`src/rtl/vcache_stat_pkg.sv`:
```
// Purpose : shared constants and types for the vcache statistics streamer.
// Latency : n/a (package only).
// Backpressure: n/a (package only).
// Contents: frame length, word-index and FSM state enums, header field
//           offsets, and the packed snapshot record held during a frame.
package vcache_stat_pkg;

  // Width of every live/shadow statistic counter.
  localparam int unsigned STAT_W = 32;

  // Words per frame: header, global_ctr, tag, six counters.
  localparam int unsigned FRAME_LEN = 9;

  // Header word layout (bits [31:0]; any upper bits are zero).
  localparam int unsigned HDR_DROP_BIT = 0;
  localparam int unsigned HDR_ID_LSB   = 16;
  localparam int unsigned HDR_ID_W     = 16;

  typedef enum logic [3:0] {
    W_HDR     = 4'd0,
    W_GCTR    = 4'd1,
    W_TAG     = 4'd2,
    W_LD      = 4'd3,
    W_ST      = 4'd4,
    W_LD_MISS = 4'd5,
    W_ST_MISS = 4'd6,
    W_DMA_RD  = 4'd7,
    W_DMA_WR  = 4'd8
  } word_idx_e;

  localparam word_idx_e W_LAST = word_idx_e'(4'(FRAME_LEN - 1));

  typedef enum logic {
    ST_IDLE = 1'b0,
    ST_SEND = 1'b1
  } state_e;

  typedef struct packed {
    logic [STAT_W-1:0] gctr;
    logic [STAT_W-1:0] ld;
    logic [STAT_W-1:0] st;
    logic [STAT_W-1:0] ld_miss;
    logic [STAT_W-1:0] st_miss;
    logic [STAT_W-1:0] dma_rd;
    logic [STAT_W-1:0] dma_wr;
  } snap_t;

endpackage

```
`src/rtl/vcache_stat_counter.sv`:
```
// Purpose : 32-bit saturating event counter with optional synchronous load.
// Latency : count visible on cnt_o the cycle after inc_i/load_i.
// Backpressure: none; every strobe is counted (load takes priority over inc).
// Ports   : clk_i, reset_n_i (async active-low), inc_i, load_i, load_val_i,
//           cnt_o (registered count).
module vcache_stat_counter
  import vcache_stat_pkg::*;
(
  input  logic              clk_i,
  input  logic              reset_n_i,
  input  logic              inc_i,
  input  logic              load_i,
  input  logic [STAT_W-1:0] load_val_i,
  output logic [STAT_W-1:0] cnt_o
);

  logic [STAT_W-1:0] cnt_q;
  logic [STAT_W-1:0] cnt_d;

  always_comb begin
    cnt_d = cnt_q;
    if (load_i) begin
      cnt_d = load_val_i;
    end else if (inc_i && (cnt_q != {STAT_W{1'b1}})) begin
      // Stick at all-ones rather than wrapping to zero.
      cnt_d = cnt_q + {{(STAT_W-1){1'b0}}, 1'b1};
    end
  end

  always_ff @(posedge clk_i or negedge reset_n_i) begin
    if (!reset_n_i) begin
      cnt_q <= '0;
    end else begin
      cnt_q <= cnt_d;
    end
  end

  assign cnt_o = cnt_q;

endmodule

```
`src/rtl/vcache_stat_streamer.sv`:
```
// Purpose : counts vcache/DMA events and streams a 9-word snapshot frame on request.
// Latency : first frame word valid the cycle after the request is accepted.
// Backpressure: words hold while ready_i=0; requests during a frame are dropped and flagged.
// Ports   : clk_i, reset_n_i (async active-low); ev_*_i event strobes; global_ctr_i;
//           print_stat_v_i/print_stat_tag_i/print_stat_ready_o request side;
//           v_o/data_o/last_o/ready_i frame output side.
// Config  : define VCACHE_STAT_CLEAR_ON_SNAP_EN to restart the live counters on each
//           accepted snapshot; otherwise the counters are cumulative.
module vcache_stat_streamer
  import vcache_stat_pkg::*;
#(
  parameter int data_width_p = 32,
  parameter int id_p         = 0
) (
  input  logic                    clk_i,
  input  logic                    reset_n_i,
  input  logic                    ev_ld_i,
  input  logic                    ev_st_i,
  input  logic                    ev_ld_miss_i,
  input  logic                    ev_st_miss_i,
  input  logic                    ev_dma_rd_i,
  input  logic                    ev_dma_wr_i,
  input  logic [31:0]             global_ctr_i,
  input  logic                    print_stat_v_i,
  input  logic [data_width_p-1:0] print_stat_tag_i,
  output logic                    print_stat_ready_o,
  output logic                    v_o,
  output logic [data_width_p-1:0] data_o,
  output logic                    last_o,
  input  logic                    ready_i
);

  state_e                  state_q, state_d;
  word_idx_e               idx_q, idx_d;
  logic                    drop_q, drop_d;
  snap_t                   snap_q, snap_d;
  logic [data_width_p-1:0] tag_q, tag_d;

  logic accept;
  logic hs;
  logic snap_load;

  logic [STAT_W-1:0] ld_cnt, st_cnt, ld_miss_cnt, st_miss_cnt, dma_rd_cnt, dma_wr_cnt;

  assign accept = print_stat_v_i & print_stat_ready_o;
  assign hs     = v_o & ready_i;

`ifdef VCACHE_STAT_CLEAR_ON_SNAP_EN
  // Restart counting at the snapshot; a same-cycle strobe becomes the first count.
  assign snap_load = accept;
`else
  assign snap_load = 1'b0;
`endif

  // ---------------------------------------------------------------------------
  // Live counters
  // ---------------------------------------------------------------------------
  vcache_stat_counter u_ld_ctr (
    .clk_i      (clk_i),
    .reset_n_i  (reset_n_i),
    .inc_i      (ev_ld_i),
    .load_i     (snap_load),
    .load_val_i ({{(STAT_W-1){1'b0}}, ev_ld_i}),
    .cnt_o      (ld_cnt)
  );

  vcache_stat_counter u_st_ctr (
    .clk_i      (clk_i),
    .reset_n_i  (reset_n_i),
    .inc_i      (ev_st_i),
    .load_i     (snap_load),
    .load_val_i ({{(STAT_W-1){1'b0}}, ev_st_i}),
    .cnt_o      (st_cnt)
  );

  vcache_stat_counter u_ld_miss_ctr (
    .clk_i      (clk_i),
    .reset_n_i  (reset_n_i),
    .inc_i      (ev_ld_miss_i),
    .load_i     (snap_load),
    .load_val_i ({{(STAT_W-1){1'b0}}, ev_ld_miss_i}),
    .cnt_o      (ld_miss_cnt)
  );

  vcache_stat_counter u_st_miss_ctr (
    .clk_i      (clk_i),
    .reset_n_i  (reset_n_i),
    .inc_i      (ev_st_miss_i),
    .load_i     (snap_load),
    .load_val_i ({{(STAT_W-1){1'b0}}, ev_st_miss_i}),
    .cnt_o      (st_miss_cnt)
  );

  vcache_stat_counter u_dma_rd_ctr (
    .clk_i      (clk_i),
    .reset_n_i  (reset_n_i),
    .inc_i      (ev_dma_rd_i),
    .load_i     (snap_load),
    .load_val_i ({{(STAT_W-1){1'b0}}, ev_dma_rd_i}),
    .cnt_o      (dma_rd_cnt)
  );

  vcache_stat_counter u_dma_wr_ctr (
    .clk_i      (clk_i),
    .reset_n_i  (reset_n_i),
    .inc_i      (ev_dma_wr_i),
    .load_i     (snap_load),
    .load_val_i ({{(STAT_W-1){1'b0}}, ev_dma_wr_i}),
    .cnt_o      (dma_wr_cnt)
  );

  // ---------------------------------------------------------------------------
  // FSM: state register / next state / outputs
  // ---------------------------------------------------------------------------
  always_ff @(posedge clk_i or negedge reset_n_i) begin
    if (!reset_n_i) begin
      state_q <= ST_IDLE;
    end else begin
      state_q <= state_d;
    end
  end

  always_comb begin
    state_d = state_q;
    case (state_q)
      ST_IDLE: if (accept) state_d = ST_SEND;
      ST_SEND: if (hs && (idx_q == W_LAST)) state_d = ST_IDLE;
      default: state_d = ST_IDLE;
    endcase
  end

  always_comb begin
    // Ready is gated by reset so nothing is offered while held in reset.
    print_stat_ready_o = (state_q == ST_IDLE) & reset_n_i;
    v_o                = (state_q == ST_SEND);
    last_o             = (state_q == ST_SEND) & (idx_q == W_LAST);
  end

  // ---------------------------------------------------------------------------
  // Word index, drop flag, snapshot shadow
  // ---------------------------------------------------------------------------
  always_comb begin
    idx_d = idx_q;
    if (hs) begin
      idx_d = (idx_q == W_LAST) ? W_HDR : word_idx_e'(idx_q + 4'd1);
    end
  end

  always_comb begin
    drop_d = drop_q;
    // A request seen mid-frame wins over clearing on the header handshake.
    if (print_stat_v_i && (state_q == ST_SEND)) begin
      drop_d = 1'b1;
    end else if (hs && (idx_q == W_HDR)) begin
      drop_d = 1'b0;
    end
  end

  always_comb begin
    snap_d = snap_q;
    tag_d  = tag_q;
    if (accept) begin
      // Counter outputs are registered, so these are the pre-increment values.
      snap_d.gctr    = global_ctr_i;
      snap_d.ld      = ld_cnt;
      snap_d.st      = st_cnt;
      snap_d.ld_miss = ld_miss_cnt;
      snap_d.st_miss = st_miss_cnt;
      snap_d.dma_rd  = dma_rd_cnt;
      snap_d.dma_wr  = dma_wr_cnt;
      tag_d          = print_stat_tag_i;
    end
  end

  always_ff @(posedge clk_i or negedge reset_n_i) begin
    if (!reset_n_i) begin
      idx_q  <= W_HDR;
      drop_q <= 1'b0;
      snap_q <= '0;
      tag_q  <= '0;
    end else begin
      idx_q  <= idx_d;
      drop_q <= drop_d;
      snap_q <= snap_d;
      tag_q  <= tag_d;
    end
  end

  // ---------------------------------------------------------------------------
  // Output word mux (32-bit fields zero-extended to data_width_p)
  // ---------------------------------------------------------------------------
  always_comb begin
    data_o = '0;
    case (idx_q)
      W_HDR: begin
        data_o[HDR_ID_LSB +: HDR_ID_W] = 16'(id_p);
        data_o[HDR_DROP_BIT]           = drop_q;
      end
      W_GCTR:    data_o[STAT_W-1:0] = snap_q.gctr;
      W_TAG:     data_o             = tag_q;
      W_LD:      data_o[STAT_W-1:0] = snap_q.ld;
      W_ST:      data_o[STAT_W-1:0] = snap_q.st;
      W_LD_MISS: data_o[STAT_W-1:0] = snap_q.ld_miss;
      W_ST_MISS: data_o[STAT_W-1:0] = snap_q.st_miss;
      W_DMA_RD:  data_o[STAT_W-1:0] = snap_q.dma_rd;
      W_DMA_WR:  data_o[STAT_W-1:0] = snap_q.dma_wr;
      default:   data_o             = '0;
    endcase
  end

endmodule

```
`config.mk`:
```
export PLATFORM = sky130hd
export DESIGN_NAME = vcache_stat_streamer
export DESIGN_NICKNAME = d
export VERILOG_FILES = /design/src/rtl/vcache_stat_pkg.sv /design/src/rtl/vcache_stat_counter.sv /design/src/rtl/vcache_stat_streamer.sv
export SDC_FILE = /design/constraint.sdc
export NUM_CORES = 1
export LEC_CHECK = 0
export BUFFER_PORTS_ARGS = -buffer_cell sky130_fd_sc_hd__clkbuf_2
export CAP_MARGIN = 20
export CORE_UTILIZATION = 45
export CTS_BUF_LIST = sky130_fd_sc_hd__clkbuf_8
export CTS_CLUSTER_SIZE = 14
export DETAILED_ROUTE_END_ITERATION = 8
export HOLD_SLACK_MARGIN = 0.06
export SYNTH_ARGS = -nofsm -noshare
export SYNTH_HDL_FRONTEND = slang
export SYNTH_SLANG_ARGS = --single-unit
```
`constraint.sdc`:
```
create_clock -name clk_i -period 3.1 [get_ports clk_i]
set_clock_uncertainty 0.15 [all_clocks]
set_input_delay 0.155 -clock clk_i [delete_from_list [all_inputs] [get_ports clk_i]]
set_output_delay 0.155 -clock clk_i [all_outputs]
set_load 0.03 [all_outputs]
```
==> results.py, run 1 <==
metrics = {
    "status": {
        "status": "complete, no violations",
    },
    "timing": {
        "fmax_mhz": 334,
        "rsz0062_at_grt": "no",
        "maxSlewHeadroom_pct": 40.0,
        "finalWorstSetupSlack_ns": 0.102,
        "setup_violations": 0,
        "worstMarginPinSlew_ns": 0.900,
        "slew_violations": 0,
        "final.setup.tns_ns": 0,
        "hold_viol": 0,
        "fin_crit_sh_pct": 96.7,
        "fin_crit_ns": 3.00,
    },
    "logic_synthesis": {
        "synth-seq-area-share_pct": 56.9,
        "ys_top_cells_by_area": "dfrtp_1 (57%), mux2_2 (14%), xnor2_1 (4.9%)",
        "synth-async-reset-ratio_pct": 100,
        "synth_compound_area_share_pct": 6.21,
        "synth_area_um2": 20000,
        "synth_top_family_by_area": "multiplexers",
        "ys_seq_elements": 454,
        "syn_avg_cell_area_um2": 12.3,
        "synthMuxAreaShare_pct": 14.1,
        "synth_fa_ha_area_share_pct": 0.626,
        "ys.warnings.count": 0,
        "synthSimpleGateAreaFrac_pct": 12.9,
        "yosysUniqueCellTypes": 53,
        "synth-edff-count": 0,
        "syn_inst": 1624,
        "synthXorXnorAreaFrac_pct": 7.67,
        "synth.top_cell.area_share_pct": 56.9,
        "synthesis.nets": 1708,
        "yosysTopAreaCell": "dfrtp_1",
        "ys.flop_type": "dfrtp_1",
    },
    "route": {
        "vias": 14000,
        "first_iter_violations": 1218,
        "routed_wl_mm": 55.7,
        "ant_nets": 0,
        "wl_per_cell_um": 22.3,
        "drcViolationCount": 0,
        "drt-pass1-iter-count": 5,
        "via_per_inst": 5.63,
    },
    "floorplanning": {
        "rows": 76,
        "die_area_um2": 45200,
        "die_h_um": 213,
        "ios": 109,
        "die_w_um": 213,
        "start_util_pct": 46.0,
        "core_um2": 43500,
    },
    "clock_network": {
        "clock_tree.root_cell": "clkbuf_8",
        "cts_tree": "built",
        "cts_sinks": 454,
        "cts_made_buffers": 77,
        "clockBufferDepth": 3,
        "clk_latency_ns": 0.63,
        "path_clk_slew_ns": 0.06,
        "cts_max_level": 3,
        "postCtsSetupRepairBufs": 0,
    },
    "place": {
        "hpwl_mm": 39.9,
        "pre_cts_slack_ns": 0.405,
        "dp.cells": 2283,
        "gp_congestion": 0.922,
        "numPortBuffers": 108,
        "placedInstanceArea_um2": 21400,
    },
    "cells_and_area": {
        "syn_to_final_growth_pct": 18.6,
        "n_antenna_cell": 0,
        "fill_cells": 3720,
        "design_area_um2": 23700,
        "nNetsFinal": 1937,
        "drive_gt1_share_pct": 27.4,
        "fin_cells": 2493,
    },
    "power": {
        "ir_drop_v": 0.000567,
        "p_per_area_nw_per_um2": 698,
        "p_leak_uw": 0.0112,
    },
    "setup_path": {
        "cp_data_arrival_time_ns": 2.69,
        "setup.worst_path.start_class": "flop",
        "critical_path_class": "flop to primary output",
        "cp-end-kind": "primary output",
        "worst-path-max-fanout": 20,
        "required_ns": 2.79,
    },
    "global_routing": {
        "grt_use_total_pct": 25.6,
        "grt_max_degree": 154,
        "grt.overflow.total": 0,
        "grt_pass1_vias": 14000,
        "grt_first_pass_wirelength_mm": 85.4,
        "antenna_found_initial": 0,
    },
    "run": {
        "max-cap-violations": 0,
    },
    "hold_path": {
        "min_path_type": "primary input to flop",
    },
}
[kinds of logic after synthesis]
| group | count (synthesis) |
|---|---|
| and+or+nand+nor | 480 |
| adders and majority gates | 10 |
| muxes | 251 |
| AOI/OAI and AO/OA | 170 |
| DFF | 454 |
| xor gates and xnor gates | 175 |
| buffers and inverters | 84 |
[per-layer routing]
metal / GRT usage, % / part of all wire [%] / routed length (um) / vias up
met3: 4.91 / 6.2 / 3460 / 98
met4: 9.53 / 3.3 / 1820 / 0
met2: 38.0 / 44 / 24700 / 439
li1: - / - / - / 6377
met5: 0 / 0 / 0 / -
met1: 37.3 / 46 / 25700 / 7125
[cells in the final DEF (no fill, tap or decap), drive strengths merged, types with 3 or more instances in the layout]
| cell | synthesis | routed |
|---|---|---|
| a21oi | 12 | 12 |
| inv | 15 | 43 |
| xor2 | 64 | 64 |
| buf | 4 | 37 |
| nand3 | 81 | 81 |
| dfrtp | 454 | 454 |
| clkbuf | 65 | 204 |
| ha | 10 | 10 |
| nand2 | 105 | 105 |
| clkinv | 0 | 6 |
| a31oi | 5 | 5 |
| a22o | 4 | 4 |
| nor3b | 3 | 3 |
| nand3b | 3 | 3 |
| nor4 | 11 | 11 |
| or2 | 4 | 4 |
| a22oi | 126 | 126 |
| and2 | 26 | 26 |
| and3 | 29 | 29 |
| nor3 | 35 | 35 |
| nor2 | 62 | 62 |
| xnor2 | 111 | 111 |
| and4 | 25 | 25 |
| or4 | 3 | 3 |
| mux2 | 251 | 251 |
| nor2b | 4 | 4 |
| o21ai | 13 | 13 |
| dlygate4sd3 | 0 | 75 |
| nand4 | 81 | 81 |
| or3 | 4 | 4 |
[path summary, 6_finish.rpt]
check / startpoint / endpoint / slack (ns) / cells past startpoint
worst max-delay path: idx_q[0] / data_o[12] / 0.10 / 7
worst min-delay path: global_ctr_i[15] / snap_q[207] / 0.15 / 3
worst max register to register: u_ld_miss_ctr.cnt_o[0] / u_ld_miss_ctr.cnt_o[29] / 0.30 / 7
worst min register to register: u_dma_rd_ctr.cnt_o[31] / u_dma_rd_ctr.cnt_o[31] / 0.33 / 1
max in group asynchronous: reset_n_i / snap_q[125] / 0.95 / 5
min in group asynchronous: reset_n_i / snap_q[56] / 0.52 / 4
[repair_timing]
item                                   in CTS  in global routing
endpoints found under the hold margin     526                  0
pin swaps                                   0                  0
resized for setup                           1                  1
setup endpoints to repair                   1                  8
hold buffers                               76                  0
[critical path, cell delays in order, from the launching register on]
cell      delay, ns
dfrtp_1        0.39
inv_1          0.09
ha_1           0.25
and2_1         0.15
buf_4          0.22
a22oi_1        0.53
nand4_1        0.19
clkbuf_2       0.22
[power breakdown]
group | internal, uW | switching, uW | total, uW
sequential | 6950 | 1050 | 8000
clock | 2890 | 2390 | 5280
combinational | 1450 | 1810 | 3260
[area by class of cell]
class                      count  area, um2  area share (%)
sequential                   454      11400            47.9
multi-input combinational   1086       8320            35.1
timing repair buffer         219       1710            7.23
clock buffer                  97       1340            5.63
tap                          585        732            3.09
clock inverter                37        188           0.792
inverter                      15       56.3           0.238
[synth_stat cells, drive strengths merged, types with 5 or more instances]
cell type	n
mux2	251
xor2	64
inv	15
clkbuf	65
and3	29
a31oi	5
xnor2	111
a22oi	126
nor2	62
nand3	81
and4	25
a21oi	12
nor3	35
dfrtp	454
and2	26
nor4	11
ha	10
nand4	81
nand2	105
o21ai	13
[stage by stage]
stage,hold slack [ns],total power (uW),utilization (%)
after floorplan,-0.291,9750,-
after global placement,-0.0716,11200,49.3
after detailed placement,-0.0711,11300,49.3
after CTS,0.100,16700,54.5
after global routing,0.111,17400,54.5
final,0.150,16500,54.5
[sequential cells by signal, indices dropped and copies added, names as in the netlist]
register and cells:
drop_q 1, idx_q 4, snap_q 224, tag_q 32, u_dma_rd_ctr.cnt_o 32, u_dma_wr_ctr.cnt_o 32
u_ld_ctr.cnt_o 32, u_ld_miss_ctr.cnt_o 32, u_st_ctr.cnt_o 32, u_st_miss_ctr.cnt_o 32, v_o 1
No activity file was read; power rests on OpenSTA's default activity.
==> inputs of run 2 (changes only) <==
CORE_ASPECT_RATIO = 0.5   (was unset)
==> run 2 against run 1 <==
Effect of this change: register-to-register slack better by 0.33 ns; sequential share of layout area about the same; fmax down 0.95%; worst setup slack worse by 0.029 ns; routed wire length up 6.6%; total power up 0.28%; sequential cell count unchanged.
==> results.py, run 2 (synthesis gave the netlist of run 1 again) <==
metrics = {
    "status": {
        "status": "complete, no violations",
    },
    "timing": {
        "fmax_mhz": 330,
        "worstMarginPinSlew_ns": 0.880,
        "slew_violations": 0,
        "holdWs_ns": 0.0937,
        "fin_crit_sh_pct": 97.6,
        "fin_crit_ns": 3.03,
        "maxSlewHeadroom_pct": 41.4,
        "setup_violations": 0,
        "hold_viol": 0,
        "final.setup.tns_ns": 0,
    },
    "floorplanning": {
        "die_area_um2": 45300,
        "rows": 54,
        "core_um2": 43600,
        "start_util_pct": 45.8,
        "die_h_um": 151,
        "ios": 109,
        "die_w_um": 300,
    },
    "setup_path": {
        "cp_data_arrival_time_ns": 2.72,
        "setup.worst_path.start_class": "flop",
        "crit_slowest_cell": "dfrtp_1",
        "crit_family": "simple AND/OR/NAND/NOR gates",
        "worst-path-max-fanout": 20,
        "cp-end-kind": "primary output",
        "crit_chain": "nor2b_1, and2_2, buf_4, a22oi_1, nand4_1, clkbuf_2",
        "critical_path_class": "flop to primary output",
        "required_ns": 2.79,
        "cpPeakStageDelay_ns": 0.50,
        "critical_path_buf_inv_count": 2,
    },
    "global_routing": {
        "use_met2_pct": 40.6,
        "antenna_found_initial": 3,
        "grt_max_degree": 153,
        "grt.busiest_layer": "met2",
        "grt_use_total_pct": 26.9,
        "grt.overflow.total": 0,
        "grtUsageMet1_pct": 37.3,
        "grt_first_pass_wirelength_mm": 90.0,
        "grt.met3_usage_pct": 8.10,
        "grt_pass1_vias": 14500,
    },
    "cells_and_area": {
        "largest_register": "snap_q",
        "fill_cells": 3722,
        "largest_reg_flops": 224,
        "syn_to_final_growth_pct": 18.7,
        "drive_gt1_share_pct": 27.6,
        "fin_cells": 2490,
        "mostFrequentLayoutCell": "dfrtp_1",
        "nNetsFinal": 1933,
        "final_cell_mix": "dfrtp_1 (454), mux2_2 (251), a22oi_1 (122), xnor2_1 (111), clkbuf_2 (106)",
        "final_util_pct": 54.3,
    },
    "route": {
        "drt-pass1-iter-count": 7,
        "first_iter_violations": 1280,
        "ant_nets": 0,
        "via_per_inst": 5.79,
        "vias": 14400,
        "routed_wl_mm": 59.3,
        "drcViolationCount": 0,
        "wl_per_cell_um": 23.8,
    },
    "power": {
        "finalPower_uw": 16600,
        "p_leak_uw": 0.0111,
        "p_per_area_nw_per_um2": 700,
        "ir_drop_v": 0.000308,
    },
    "place": {
        "gp_congestion": 0.921,
        "numPortBuffers": 108,
        "hpwl_mm": 42.5,
        "dp.cells": 2282,
    },
    "hold_path": {
        "min_path_type": "primary input to asynchronous set/reset pin",
    },
    "clock_network": {
        "postCtsSetupRepairBufs": 0,
        "clk_latency_ns": 0.63,
        "clock_tree.root_cell": "clkbuf_8",
        "cts_made_buffers": 68,
        "cts_tree": "built",
        "path_clk_slew_ns": 0.07,
        "clockBufferDepth": 3,
        "cts_max_level": 3,
        "cts_sinks": 454,
    },
    "run": {
        "max-cap-violations": 0,
    },
}
[run 2: cell count changes in the layout (fill, tap and decap cells not counted), moves of 2 or more]
cell | before | now
and2_2 | 1 | 3
a22oi_1 | 126 | 122
clkbuf_8 | 97 | 94
inv_1 | 42 | 32
buf_12 | 11 | 8
and2_1 | 24 | 22
inv_6 | 0 | 2
a22oi_2 | 0 | 4
dlygate4sd3_1 | 75 | 84
buf_4 | 24 | 21
[run 2: worst min-delay path, cell delays in order]
cell	delay, ns
dlygate4sd3_1	0.57
buf_8	0.17
buf_12	0.41
[run 2: report_power, final]
| group | internal (uW) | total (uW) | leakage (uW) | switching (uW) |
|---|---|---|---|---|
| clock network | 2790 | 5200 | 0.000810 | 2420 |
| registers | 6940 | 8050 | 0.00602 | 1110 |
| logic | 1530 | 3330 | 0.00428 | 1800 |
[run 2: path summary, 6_finish.rpt]
kind / from / to / slack (ns) / cells past startpoint
setup / recovery: idx_q[2] / data_o[30] / 0.07 / 6
hold / removal: reset_n_i / u_dma_wr_ctr.cnt_o[0] / 0.09 / 3
setup reg to reg: u_ld_miss_ctr.cnt_o[0] / u_ld_miss_ctr.cnt_o[27] / 0.63 / 7
hold reg to reg: u_dma_rd_ctr.cnt_o[31] / u_dma_rd_ctr.cnt_o[31] / 0.33 / 1
max in group asynchronous: reset_n_i / snap_q[172] / 1.89 / 4
min in group clk_i: print_stat_tag_i[21] / tag_q[21] / 0.15 / 3
[run 2: repair_timing]
| action | CTS | global route |
|---|---|---|
| gates cloned | 0 | 0 |
| endpoints found under the setup margin | 28 | 27 |
| endpoints found under the hold margin | 634 | 0 |
| hold buffers | 84 | 0 |
| resized for setup | 4 | 8 |
[run 2: final cells by class]
cell class,count,area (um2),area share [%]
diodes,1,2.50,0.0106
clock buffers,94,1290,5.46
clock inverters,28,159,0.670
inverters,15,56.3,0.238
multi-input cells,1086,8340,35.2
flip-flops and latches,454,11400,47.9
well taps,588,736,3.10
repair buffers,224,1760,7.41
[run 2: per-layer routing]
metal	share of wire (%)	wire (um)
met1	44	26200
met3	8.8	5240
met5	0.027	16
met4	2.8	1690
met2	44	26200
[run 2: metrics by stage]
stage	worst slack, ns	cell area [um2]
floorplan	0.762	20000
global placement	0.614	21300
detailed placement	0.535	21300
CTS	0.0264	23700
global route	-0.0135	23700
finish	0.0734	23700
==> inputs of run 3 (changes only) <==
CORE_UTILIZATION = 55   (was 45)
MAX_ROUTING_LAYER = met4   (was unset)
PLACE_DENSITY = 0.73   (was unset)
==> run 3 against run 2 <==
Effect of this change: cell count down 5.5%; largest cell class unchanged; worst hold slack improved by 0.0065 ns; combinational power fell by 4%; critical endpoint unchanged; routed wire length is 2.9% lower; clock power shrank 15%; largest power group unchanged.
==> results.py, run 3 (synthesis gave the netlist of run 1 again) <==
metrics = {
    "setup_path": {
        "cp-end-kind": "primary output",
        "critical_path_class": "flop to primary output",
        "cp_data_arrival_time_ns": 2.70,
        "worst-path-max-fanout": 18,
        "crit_chain": "nor2b_1, and2_4, buf_4, buf_4, a22oi_1, nand4_1, clkbuf_2",
        "cpPeakStageDelay_ns": 0.48,
        "setup.worst_path.start_class": "flop",
        "required_ns": 2.79,
        "crit_slowest_cell": "dfrtp_1",
        "crit_path_frequent_cell": "buf_4",
    },
    "timing": {
        "fin_crit_ns": 3.01,
        "maxSlewHeadroom_pct": 36.2,
        "final.setup.tns_ns": 0,
        "hold_viol": 0,
        "rsz0062_at_grt": "yes",
        "finalWorstSetupSlack_ns": 0.0925,
        "worstMarginPinSlew_ns": 0.957,
        "setup_violations": 0,
        "fmax_mhz": 333,
        "fin_crit_sh_pct": 97.0,
        "slew_violations": 0,
    },
    "place": {
        "pre_cts_slack_ns": 0.608,
        "numPortBuffers": 108,
        "gp_congestion": 0.958,
        "placedInstanceArea_um2": 21200,
        "hpwl_mm": 41.9,
    },
    "floorplanning": {
        "rows": 48,
        "die_w_um": 272,
        "start_util_pct": 56.9,
        "core_um2": 35100,
        "ios": 109,
        "die_area_um2": 37100,
        "die_h_um": 137,
    },
    "clock_network": {
        "clockBufferDepth": 3,
        "clock_tree.root_cell": "clkbuf_8",
        "cts_max_level": 2,
        "path_clk_slew_ns": 0.07,
        "cts_made_buffers": 61,
        "cts_sinks": 454,
        "cts_tree": "built",
        "clk_latency_ns": 0.64,
    },
    "power": {
        "ir_drop_v": 0.000343,
        "p_per_area_nw_per_um2": 675,
        "p_leak_uw": 0.0109,
    },
    "cells_and_area": {
        "multi_input_area_um2": 8370,
        "drive_gt1_share_pct": 26.6,
        "largest_register": "snap_q",
        "fill_cells": 2657,
        "final_cell_mix": "dfrtp_1 (454), mux2_2 (251), a22oi_1 (119), xnor2_1 (111), clkbuf_2 (107)",
        "nNetsFinal": 1911,
        "syn_to_final_growth_pct": 16.1,
        "seq_area_um2": 11400,
        "mostFrequentLayoutCell": "dfrtp_1",
        "design_area_um2": 23200,
        "largest_reg_flops": 224,
    },
    "global_routing": {
        "grt_first_pass_wirelength_mm": 88.1,
        "antenna_found_initial": 2,
        "grt_use_total_pct": 32.9,
        "grt.overflow.total": 0,
        "grt_max_degree": 164,
        "grt_pass1_vias": 14500,
    },
    "run": {
        "max-cap-violations": 0,
    },
    "route": {
        "via_per_inst": 6.17,
        "drt-pass1-iter-count": 5,
        "drcViolationCount": 0,
        "vias": 14500,
        "wl_per_cell_um": 24.5,
        "ant_nets": 0,
        "routed_wl_mm": 57.6,
        "first_iter_violations": 1326,
    },
    "hold_path": {
        "min_path_type": "primary input to asynchronous set/reset pin",
    },
    "status": {
        "status": "complete, no violations",
    },
}
run 3: layer usage:
metal,wire length [um],vias up,GRT usage [%]
met5,0,-,-
met4,1560,0,9.49
met3,5390,122,9.12
met2,25300,560,47.3
met1,25400,7515,45.8
li1,-,6317,-
run 3: area by class of cell:
cell class,count,area share (%)
Clock inverter,39,0.728
Timing Repair Buffer,209,6.97
Antenna cell,2,0.0216
Sequential cell,454,49.0
Multi-Input combinational cell,1086,36.1
Inverter,15,0.243
Tap cell,475,2.56
Clock buffer,74,4.39
run 3: path summary, 6_finish.rpt:
kind,to,cells after the start,slack (ns),startpoint
setup / recovery,data_o[30],7,0.09,idx_q[2]
hold / removal,u_ld_ctr.cnt_o[2],3,0.10,reset_n_i
setup reg to reg,u_ld_miss_ctr.cnt_o[27],7,0.57,u_ld_miss_ctr.cnt_o[0]
hold reg to reg,u_dma_rd_ctr.cnt_o[31],1,0.33,u_dma_rd_ctr.cnt_o[31]
max in group asynchronous,snap_q[23],3,1.87,reset_n_i
min in group clk_i,snap_q[201],3,0.13,global_ctr_i[9]
run 3: critical path: cells and delay by family (launching register included):
family / cells / cell delay (ns)
buffers and inverters: 3 / 0.71
and+or+nand+nor: 3 / 0.78
DFF: 1 / 0.48
AOI/OAI and AO/OA: 1 / 0.07
run 3: metrics by stage:
step | total power [uW] | cells | util [%] | hold slack (ns)
final | 15700 | 2354 | 66.0 | 0.100
after floorplan | 9750 | 1624 | - | -0.291
after global placement | 11000 | 2163 | 60.3 | -0.160
after detailed placement | 11100 | 2163 | 60.3 | -0.158
after global routing | 16300 | 2354 | 66.0 | 0.100
after CTS | 15600 | 2351 | 65.8 | 0.0893
run 3: where the power goes:
part / switching (uW) / internal, uW
Sequential: 1100 / 6940
Combinational: 1760 / 1440
Clock: 2260 / 2160
run 3: what timing repair did:
item / CTS / global route
hold endpoints to repair: 649 / 0
endpoints found under the setup margin: 23 / 27
hold buffers: 75 / 0
resized for setup: 3 / 12
setup buffers: 0 / 1
pin swaps: 0 / 1
